==> src/rtl/flag_branch_unit.sv <==
// flag_branch_unit: {Z,V,N} flag register with class-selective writes and a
// three-state branch evaluator that stalls on pending flag writes. Rev 1.0
`default_nettype none

module flag_branch_unit (
  input  logic        clk,
  input  logic        rst,
  input  logic        flag_wr,
  input  logic [1:0]  flag_class,
  input  logic [15:0] alu_result,
  input  logic        alu_ovfl,
  input  logic        flag_pending,
  input  logic        br_req,
  input  logic [2:0]  br_cond,
  output logic        br_ack,
  output logic        br_taken,
  output logic        br_stall,
  output logic [2:0]  flags
);

  typedef enum logic [1:0] {
    IDLE = 2'd0,
    WAIT = 2'd1,
    ACK  = 2'd2
  } state_t;

  state_t     state;
  logic [2:0] flags_next;
  logic       result_zero;
  logic       cond_met;
  logic       eff_z;
  logic       eff_v;
  logic       eff_n;

  assign result_zero = (alu_result == 16'h0000);

  // flags_next doubles as the bypassed "effective" flags for evaluation
  always_comb begin
    flags_next = flags;
    if (flag_wr) begin
      case (flag_class)
        2'b01:   flags_next = {result_zero, alu_ovfl, alu_result[15]};
        2'b10:   flags_next = {result_zero, flags[1:0]};
        default: flags_next = flags;
      endcase
    end
  end

  assign eff_z = flags_next[2];
  assign eff_v = flags_next[1];
  assign eff_n = flags_next[0];

  always_comb begin
    cond_met = 1'b0;
    case (br_cond)
      3'b000:  cond_met = ~eff_z;
      3'b001:  cond_met = eff_z;
      3'b010:  cond_met = ~eff_z & ~eff_n;
      3'b011:  cond_met = eff_n;
      3'b100:  cond_met = eff_z | ~eff_n;
      3'b101:  cond_met = eff_n | eff_z;
      3'b110:  cond_met = eff_v;
      default: cond_met = 1'b1;
    endcase
  end

  // Stall is combinational so the requester sees it in the cycle it asks
  assign br_stall = ~rst & br_req &
                    (((state == IDLE) & flag_pending) | (state == WAIT));

  always_ff @(posedge clk or posedge rst) begin
    if (rst) begin
      state    <= IDLE;
      flags    <= 3'b000;
      br_ack   <= 1'b0;
      br_taken <= 1'b0;
    end else begin
      flags    <= flags_next;
      br_ack   <= 1'b0;
      br_taken <= 1'b0;
      case (state)
        IDLE: begin
          if (br_req) begin
            if (flag_pending) begin
              state <= WAIT;
            end else begin
              state    <= ACK;
              br_ack   <= 1'b1;
              br_taken <= cond_met;
            end
          end
        end
        WAIT: begin
          if (!br_req) begin
            state <= IDLE;
          end else if (flag_wr && !flag_pending) begin
            state    <= ACK;
            br_ack   <= 1'b1;
            br_taken <= cond_met;
          end
        end
        ACK:     state <= IDLE;
        default: state <= IDLE;
      endcase
    end
  end

endmodule

`default_nettype wire
==> config.mk <==
export PLATFORM = sky130hd
export DESIGN_NAME = flag_branch_unit
export DESIGN_NICKNAME = d
export VERILOG_FILES = /design/src/rtl/flag_branch_unit.sv
export SDC_FILE = /design/constraint.sdc
export NUM_CORES = 1
export LEC_CHECK = 0
export CAP_MARGIN = 25
export CORE_UTILIZATION = 35
export CTS_CLUSTER_DIAMETER = 150
export DETAILED_ROUTE_END_ITERATION = 7
export PLACE_DENSITY = 0.81
export SLEW_MARGIN = 20
export SYNTH_ARGS = -nofsm -noshare
export SYNTH_HDL_FRONTEND = slang
export SYNTH_SLANG_ARGS = --single-unit
==> constraint.sdc <==
create_clock -name clk -period 3 [get_ports clk]
set_clock_uncertainty 0.2 [all_clocks]
set_input_delay 0.3 -clock clk [delete_from_list [all_inputs] [get_ports clk]]
set_output_delay 0.3 -clock clk [all_outputs]
set_load 0.02 [all_outputs]
==> impl_metrics.yaml, run 1 <==
status:
  run_status: "completed"
logic_synthesis:
  ys_seq_area_frac: 0.3825
  ys_warn_count: 0
  synth_common_cells: "dfrtp_1 (7), inv_1 (6), nor2_1 (4)"
  synth_area_leaders: "dfrtp_1 (38%), ha_1 (5.5%), nor4_2 (5.5%)"
  synth_seq_cells: 7
  synth-main-ff-cell: "dfrtp_1"
  synth_fp_nets: 75
  post_synthesis_mean_instance_area_um2: 9.955
  async_reset_ff_frac: 1.000
  cell_count_after_synthesis: 46
  post-synth-top-area-fraction: 0.3825
  yosysUniqueCellTypes: 27
  synth_edf_count: 0
  yosys.area.top_type: "dfrtp_1"
  synth.most_common_cell: "dfrtp_1"
  netlist_area_um2: 457.9
global_route:
  global_route_wire_length_before_repair_um: 2007
  antenna_found_initial: 0
  use_met2: 0.3729
  grtUsageTotal: 0.2059
  number_of_global_route_vias_before_repair: 511
  groute.layer.met3.usage: 0.05814
  grt.overflow.total: 0
  grt_most_used_layer: "met2"
  largest_net_degree_at_the_start_of_global_routing: 8
  globalRouteMet1Util: 0.1993
critical_path:
  worstRegToRegCells: 5
  setup.worst_path.start_class: "input pin"
  path_class: "input pin to register"
  crit_arrival_ns: 2.29
  worstSetupEndpointType: "register"
  worstPathRequired_ns: 2.97
  critical_path.max_fanout: 6
sta:
  fin_crit_sh: 0.7713
  period_minus_slack_ns: 2.314
  finalHoldViolCount: 0
  grt_setup_unrepaired: "no"
  finalSetupViolations: 0
  max_slew_violation_total_from_the_final_report: 0
  worst_pin_slew_ns: 0.4269
  setup_tns_ns: 0
  relative_slew_slack: 0.7137
  setup_slack_ns: 0.6862
  clock.fmax_ghz: 0.4322
drt:
  vias_per_cell: 5.229
  drc_violations_left: 0
  num_vias: 502
  detail-route-antenna-nets: 0
  dr.first_iter.drc_count: 7
  drt-total-wl_um: 1219
  number_of_optimization_iterations_in_the_first_detailed_route_pass: 4
  route.detailed.wl_per_inst_um: 12.70
cts:
  cts.repair_timing.setup_buffer_count: 0
  cts.clk_slew.worst_paths_ns: 0.05
  cts_num_sinks: 7
  tritoncts: "built"
  cts_hold_repair.buffers: 0
  clk_path_buf_depth: 2
  cts_inserted_buffers: 3
  clk_root_buffer_cell: "clkbuf_4"
  clock_latency_ns: 0.25
  cts_resized: 0
  cts_max_level: 1
floorplanning:
  die_area_um2: 1457
  floorplan.initialDensity: 0.3961
  chipHeight_um: 38.17
  rows: 12
  boundary_pin_count: 33
  die-width_um: 38.17
  core_um2: 1156
layout:
  filler_cell_count_in_the_final_layout: 109
  finalNetCount: 112
  antenna_cells_inserted: 0
  final_cell_area_um2: 822.0
  area_growth_pct: 79.51
  layout-drive-gt1-share: 0.09756
placement:
  post-dp-hpwl_um: 1022
  pre_cts_ws_ns: 0.4194
  portBuffers: 32
  globalplace.congestion: 0.8869
  dpl-instance-area_um2: 795.8
flow_run:
  max_cap_viol_count: 0
pwr:
  power_density_nw_per_um2: 338.2
  peak_vdd_ir_mv: 0.2073
  total_leakage_power_nw: 0.3312
worst_hold_path:
  holdCritPathClass: "input pin to async pin"
## report_power, final
group          switching, mW  internal (mW)  leakage [nW]  total (mW)
Combinational         0.0347         0.0516         0.223      0.0863
Sequential           0.00324          0.101        0.0937       0.104
Clock                 0.0366         0.0509        0.0150      0.0875
## routing by layer
metal / up-vias / wire length [um]
met5: - / 0
met4: 0 / 14
met3: 4 / 177
met2: 32 / 548
met1: 218 / 479
li1: 248 / -
## critical path, stage by stage
cell	delay [ns]
clkdlybuf4s50_1	0.48
inv_1	0.05
ha_1	0.29
and2b_1	0.30
o211ai_1	0.14
or2_1	0.25
a221o_1	0.32
a21oi_1	0.16
## flip-flops by register name, indices dropped and copies added (netlist names)
register / flops
state: 2
flags: 3
br_taken: 1
br_ack: 1
## metrics by stage
stage,instances,power [mW],hold slack (ns),util
6_report,96,0.2781,0.1022,0.7110
5_1_grt,96,0.2948,0.1253,0.7110
4_1_cts,96,0.2838,0.09505,0.7110
3_5_place_dp,92,0.1925,0.3010,0.6883
3_3_place_gp,92,0.1913,0.2950,0.6883
2_1_floorplan,46,0.1366,-0.09660,-
## kinds of logic after synthesis
| group | share of synthesized area |
|---|---|
| AOI/OAI and AO/OA | 0.2322 |
| adders and majority gates | 0.05464 |
| buffers and inverters | 0.04918 |
| DFF | 0.3825 |
| and+or+nand+nor | 0.2814 |
## cell usage in the layout, fill, tap and decap left out
cell,Yosys,routed
o211ai_1,1,1
a221o_1,1,1
nand2b_1,1,1
nand3_1,1,1
or3b_1,1,1
inv_1,6,6
o311a_1,1,1
clkdlybuf4s50_1,0,32
or2_1,1,1
nor3_1,1,1
nand2_1,2,2
nor4b_1,1,1
o21ai_0,1,1
o22ai_1,1,1
dfrtp_1,7,7
and2_1,1,1
a211oi_1,2,2
a21oi_1,2,2
nor4_1,1,1
clkbuf_1,0,1
nor4_4,1,1
a211oi_2,1,1
ha_1,2,2
nor2_1,4,4
and2b_1,1,1
nor4_2,2,2
clkbuf_4,0,3
a32o_1,1,1
o221ai_1,1,1
a32o_2,1,1
## worst paths after layout
check | start | to | slack (ns)
worst max register to register | state[1] | br_taken | 1.22
worst min-delay path | rst | flags[0] | 0.10
worst min register to register | state[0] | state[1] | 0.31
worst max-delay path | flag_class[0] | br_taken | 0.69
max in group asynchronous | rst | state[0] | 2.29
min in group clk | state[0] | state[1] | 0.31
## area by class of cell
type,count,area [um^2],area share
multi-input cells,33,260.3,0.3166
well taps,14,17.52,0.02131
repair buffers,32,320.3,0.3896
flip-flops and latches,7,175.2,0.2131
inverters,6,22.52,0.02740
clock buffers,4,26.28,0.03196
Note: power is estimated with default switching activity, not from simulation.
==> inputs of run 2 (changes only) <==
Settings changed: CORE_UTILIZATION 35 to 29, PLACE_DENSITY 0.81 to 0.72.
Clock period 3 ns to 1.94 ns, I/O delays scaled along.
==> run 2 against run 1 <==
Net effect: sequential share of layout area shrank 1.7 points; core utilization shrank 6.5 points; worst setup slack lost 0.64 ns; largest power group unchanged; routed wire length grew 4.1%.
==> impl_metrics.yaml, run 2 (synthesis gave the netlist of run 1 again) <==
pwr:
  power_density_nw_per_um2: 495.7
  intPower_mw: 0.3230
  power.net_switching_mw: 0.1198
  peak_vdd_ir_mv: 0.3356
  power.combinational.fraction: 0.329
  seq_power_share: 0.365
  netSwitchingFraction: 0.2705
  total_leakage_power_nw: 0.3813
  power_frac_clock: 0.306
cts:
  cts_inserted_buffers: 3
  clk_root_buffer_cell: "clkbuf_4"
  cts.clk_slew.worst_paths_ns: 0.06
  clock_latency_ns: 0.25
  cts_num_sinks: 7
  cts_max_level: 1
  clk_path_buf_depth: 2
  tritoncts: "built"
floorplanning:
  die_area_um2: 1742
  floorplan.initialDensity: 0.3312
  die-width_um: 41.74
  chipHeight_um: 41.74
  core_um2: 1383
  rows: 13
  boundary_pin_count: 33
layout:
  largest_register_ffs: 3
  finish.cell_count_without_fillers: 106
  registers.top_by_ff_count: "flags"
  layout-drive-gt1-share: 0.1978
  most_common_library_cell_in_the_layout_ignoring_fill_and_taps: "clkdlybuf4s50_1"
  largest_registers: "flags: 3 flops, state: 2 flops"
  finalNetCount: 121
  final_cell_mix: "clkdlybuf4s50_1 (29), buf_4 (9), dfrtp_1 (7)"
  antenna_cells_inserted: 0
  area_growth_pct: 95.08
sta:
  worst_pin_slew_ns: 0.2942
  fin_crit_sh: 0.9748
  clock.fmax_ghz: 0.5288
  relative_slew_slack: 0.8036
  period_minus_slack_ns: 1.891
  finalSetupViolations: 0
  max_slew_violation_total_from_the_final_report: 0
  setup_tns_ns: 0
  finalHoldViolCount: 0
global_route:
  global_route_wire_length_before_repair_um: 2221
  grt.overflow.total: 0
  grtUsageTotal: 0.1587
  number_of_global_route_vias_before_repair: 549
  largest_net_degree_at_the_start_of_global_routing: 8
  antenna_found_initial: 0
placement:
  globalplace.congestion: 0.7144
  post-dp-hpwl_um: 1006
  portBuffers: 32
  place.detailed.instances: 102
drt:
  route.detailed.wl_per_inst_um: 11.97
  vias_per_cell: 4.962
  detail-route-antenna-nets: 0
  dr.first_iter.drc_count: 8
  drc_violations_left: 0
  num_vias: 526
  number_of_optimization_iterations_in_the_first_detailed_route_pass: 4
  drt-total-wl_um: 1269
status:
  run_status: "completed"
critical_path:
  path_class: "input pin to register"
  worstSetupEndpointType: "register"
  critical_path.max_fanout: 5
  setup.worst_path.start_class: "input pin"
  crit_arrival_ns: 1.82
  worstPathRequired_ns: 1.87
flow_run:
  max_cap_viol_count: 0
worst_hold_path:
  holdCritPathClass: "input pin to async pin"
run 2: cell types whose count changed in the layout (fill, tap and decap cells not counted):
cell,change
buf_4,+9
clkdlybuf4s50_1,-3
dlygate4sd2_1,+3
nor4_1,-1
nor4_2,+1
run 2: final cells by class:
| cell class | count | area, um^2 |
|---|---|---|
| Clock buffer | 4 | 26.28 |
| Fill cell | 125 | 489.2 |
| Inverter | 6 | 22.52 |
| Multi-Input combinational cell | 33 | 266.5 |
| Sequential cell | 7 | 175.2 |
| Tap cell | 15 | 18.77 |
| Timing Repair Buffer | 41 | 384.1 |
run 2: power by group through the flow:
stage	Clock, mW	Sequential [mW]	Combinational, mW
2_1_floorplan	0	0.173	0.0383
3_3_place_gp	0	0.164	0.144
3_5_place_dp	0	0.163	0.146
4_1_cts	0.139	0.162	0.145
5_1_grt	0.150	0.163	0.157
6_report	0.136	0.161	0.146
run 2: per-layer routing:
| metal | wire length [um] | global-route usage |
|---|---|---|
| met1 | 590 | 0.2059 |
| met5 | 0 | 0 |
| met4 | 0 | 0.01935 |
| met2 | 597 | 0.2594 |
| met3 | 81 | 0.05652 |
run 2: final timing paths:
path	start	to	slack [ns]	depth (start not counted)
min reg2reg	state[0]	state[1]	0.31	1
max	flag_class[1]	br_taken	0.05	7
min in group clk	state[0]	state[1]	0.31	1
max reg2reg	state[1]	br_taken	0.36	6
max in group asynchronous	rst	state[1]	1.29	2
min	rst	br_ack	0.02	2
run 2: timing repair:
item                       CTS  global route
resized for setup            3             1
setup endpoints to repair    2             1
cloned                       0             0
hold buffers                 0             0
pin swaps                    5             0
setup buffers                0             0
hold endpoints to repair     0             0
run 2: worst max-delay path, cell delays in order:
cell and delay [ns]:
dlygate4sd2_1 0.25, ha_1 0.30, or3b_1 0.40, a32o_2 0.28, a211oi_2 0.18, a221o_1 0.16, a21oi_1 0.06
run 2: through the flow:
step	worst slack [ns]	util	hold WS (ns)	area, um^2	power, mW
after CTS	0.05948	0.6416	0.01532	887.1	0.4449
after floorplan	0.09443	-	-0.2026	457.9	0.2112
after detailed placement	-0.4683	0.6253	0.2818	864.6	0.3092
after global placement	-0.4490	0.6253	0.2766	864.6	0.3078
after global routing	-0.00001243	0.6462	0.03612	893.4	0.4705
final	0.04881	0.6462	0.01745	893.4	0.4428
==> inputs of run 3 (changes only) <==
Settings changed: CTS_BUF_LIST set to sky130_fd_sc_hd__clkbuf_16.
==> run 3 against run 2 <==
Net effect: core utilization increased by 4.0 points; sequential share of layout area decreased by 1.1 points; power increased by 49%.
==> impl_metrics.yaml, run 3 (synthesis gave the netlist of run 1 again) <==
status:
  run_status: "completed"
cts:
  clk_path_buf_depth: 2
  cts_num_sinks: 7
  tritoncts: "built"
  clock_latency_ns: 0.23
  cts_hold_repair.buffers: 0
  clk_root_buffer_cell: "clkbuf_16"
  cts_max_level: 1
  cts.repair_timing.setup_buffer_count: 0
  cts_inserted_buffers: 3
  cts.clk_slew.worst_paths_ns: 0.04
critical_path:
  r2r_slack_ns: 0.37
  crit_arrival_ns: 1.80
  reg2reg_from: "state[1]"
  cells_along_the_critical_path: "dlygate4sd2_1 -> ha_1 -> or3b_4 -> a32o_2 -> a211oi_2 -> a221o_1 -> a21oi_1"
  timing.critical_path.max_delay_family: "compound AO/OA/AOI/OAI gates"
  timing.critical_path.from: "flag_class[1]"
  worstSetupEndpointType: "register"
  crit_path_top_delay_cell: "or3b_4"
  path_class: "input pin to register"
  worstSetupPathDepth: 7
  cp.buffers_inverters: 1
  worstRegToRegCells: 6
  critical_path.reg2reg.endpoint: "br_taken"
  critical_path.max_fanout: 5
  worst_path_largest_cell_delay_ns: 0.38
  critical_path_capture_point: "br_taken"
  setup.worst_path.start_class: "input pin"
  worstPathRequired_ns: 1.85
sta:
  fin_hold_ws_ns: 0.04423
  period_minus_slack_ns: 1.892
  relative_slew_slack: 0.8064
  finalSetupViolations: 0
  fin_crit_sh: 0.9752
  grt_setup_unrepaired: "no"
  worst_pin_slew_ns: 0.2901
  finalHoldViolCount: 0
  setup_tns_ns: 0
  clock.fmax_ghz: 0.5286
  max_slew_violation_total_from_the_final_report: 0
pwr:
  power_density_nw_per_um2: 694.3
  total_leakage_power_nw: 0.4092
  peak_vdd_ir_mv: 0.5190
floorplanning:
  die-width_um: 41.74
  floorplan.initialDensity: 0.3312
  die_area_um2: 1742
  boundary_pin_count: 33
  core_um2: 1383
  chipHeight_um: 41.74
  rows: 13
drt:
  vias_per_cell: 4.981
  num_vias: 528
  drt-total-wl_um: 1320
  detail-route-antenna-nets: 0
  drc_violations_left: 0
  number_of_optimization_iterations_in_the_first_detailed_route_pass: 4
  dr.first_iter.drc_count: 14
  route.detailed.wl_per_inst_um: 12.45
placement:
  place.detailed.instances: 102
  globalplace.congestion: 0.7144
  post-dp-hpwl_um: 1006
  portBuffers: 32
layout:
  layout-drive-gt1-share: 0.2088
  area_growth_pct: 107.1
  antenna_cells_inserted: 0
  most_common_library_cell_in_the_layout_ignoring_fill_and_taps: "clkdlybuf4s50_1"
  largest_registers: "flags: 3 flops, state: 2 flops"
  finalNetCount: 121
  final_cell_mix: "clkdlybuf4s50_1 (29), buf_4 (9), inv_1 (7), dfrtp_1 (7), nor2_1 (4)"
  finish.cell_count_without_fillers: 106
  post-route-util: 0.6860
  registers.top_by_ff_count: "flags"
  largest_register_ffs: 3
global_route:
  grtUsageTotal: 0.1758
  grt.overflow.total: 0
  largest_net_degree_at_the_start_of_global_routing: 8
  number_of_global_route_vias_before_repair: 533
  global_route_wire_length_before_repair_um: 2228
  antenna_found_initial: 0
flow_run:
  max_cap_viol_count: 0
worst_hold_path:
  holdCritPathClass: "input pin to async pin"
==> run 3: cell types whose count changed in the layout (fill, tap and decap cells not counted), sizes merged <==
cell,previous run,this run
inv,6,7
clkbuf,4,3
==> run 3: per-layer routing <==
layer / global-route usage / part of all wire
met5: 0 / 0
met4: 0.1355 / 0.036
met3: 0.08261 / 0.061
met2: 0.2438 / 0.45
met1: 0.2059 / 0.45
==> run 3: worst min path at each step <==
stage,slack [ns],start,to,depth (start not counted)
after detailed placement,0.28,rst,flags[0],2
after floorplan,-0.20,rst,br_ack,1
after CTS,0.04,rst,flags[0],2
final,0.04,rst,flags[0],2
after global placement,0.28,rst,flags[0],2
after global routing,0.07,rst,flags[0],2
==> run 3: layout make-up <==
type / instances / area [um^2]
clock inverters: 1 / 3.754
well taps: 15 / 18.77
multi-input cells: 33 / 269.0
repair buffers: 41 / 384.1
inverters: 6 / 22.52
flip-flops and latches: 7 / 175.2
clock buffers: 3 / 75.07
fillers: 120 / 434.2
==> run 3: power by group <==
part,internal (mW),switching (mW),leakage [nW]
Clock,0.268,0.0801,0.0423
Sequential,0.157,0.00533,0.0937
Combinational,0.0897,0.0582,0.273
Total,0.515,0.144,0.409
==> run 3: metrics by stage <==
step                      power, mW  setup slack, ns  instance area, um^2
after floorplan              0.2112          0.09443                457.9
after global placement       0.3078          -0.4490                864.6
after detailed placement     0.3092          -0.4683                864.6
after CTS                    0.6654          0.03578                939.7
after global routing         0.6913         0.008034                948.4
final                        0.6585          0.04808                948.4
==> run 3: what timing repair did <==
action                     4_1_cts  5_1_grt
pin swaps                        5        2
resized for setup                3        3
gates cloned                     0        0
setup endpoints to repair        2        1
hold endpoints to repair         0        0
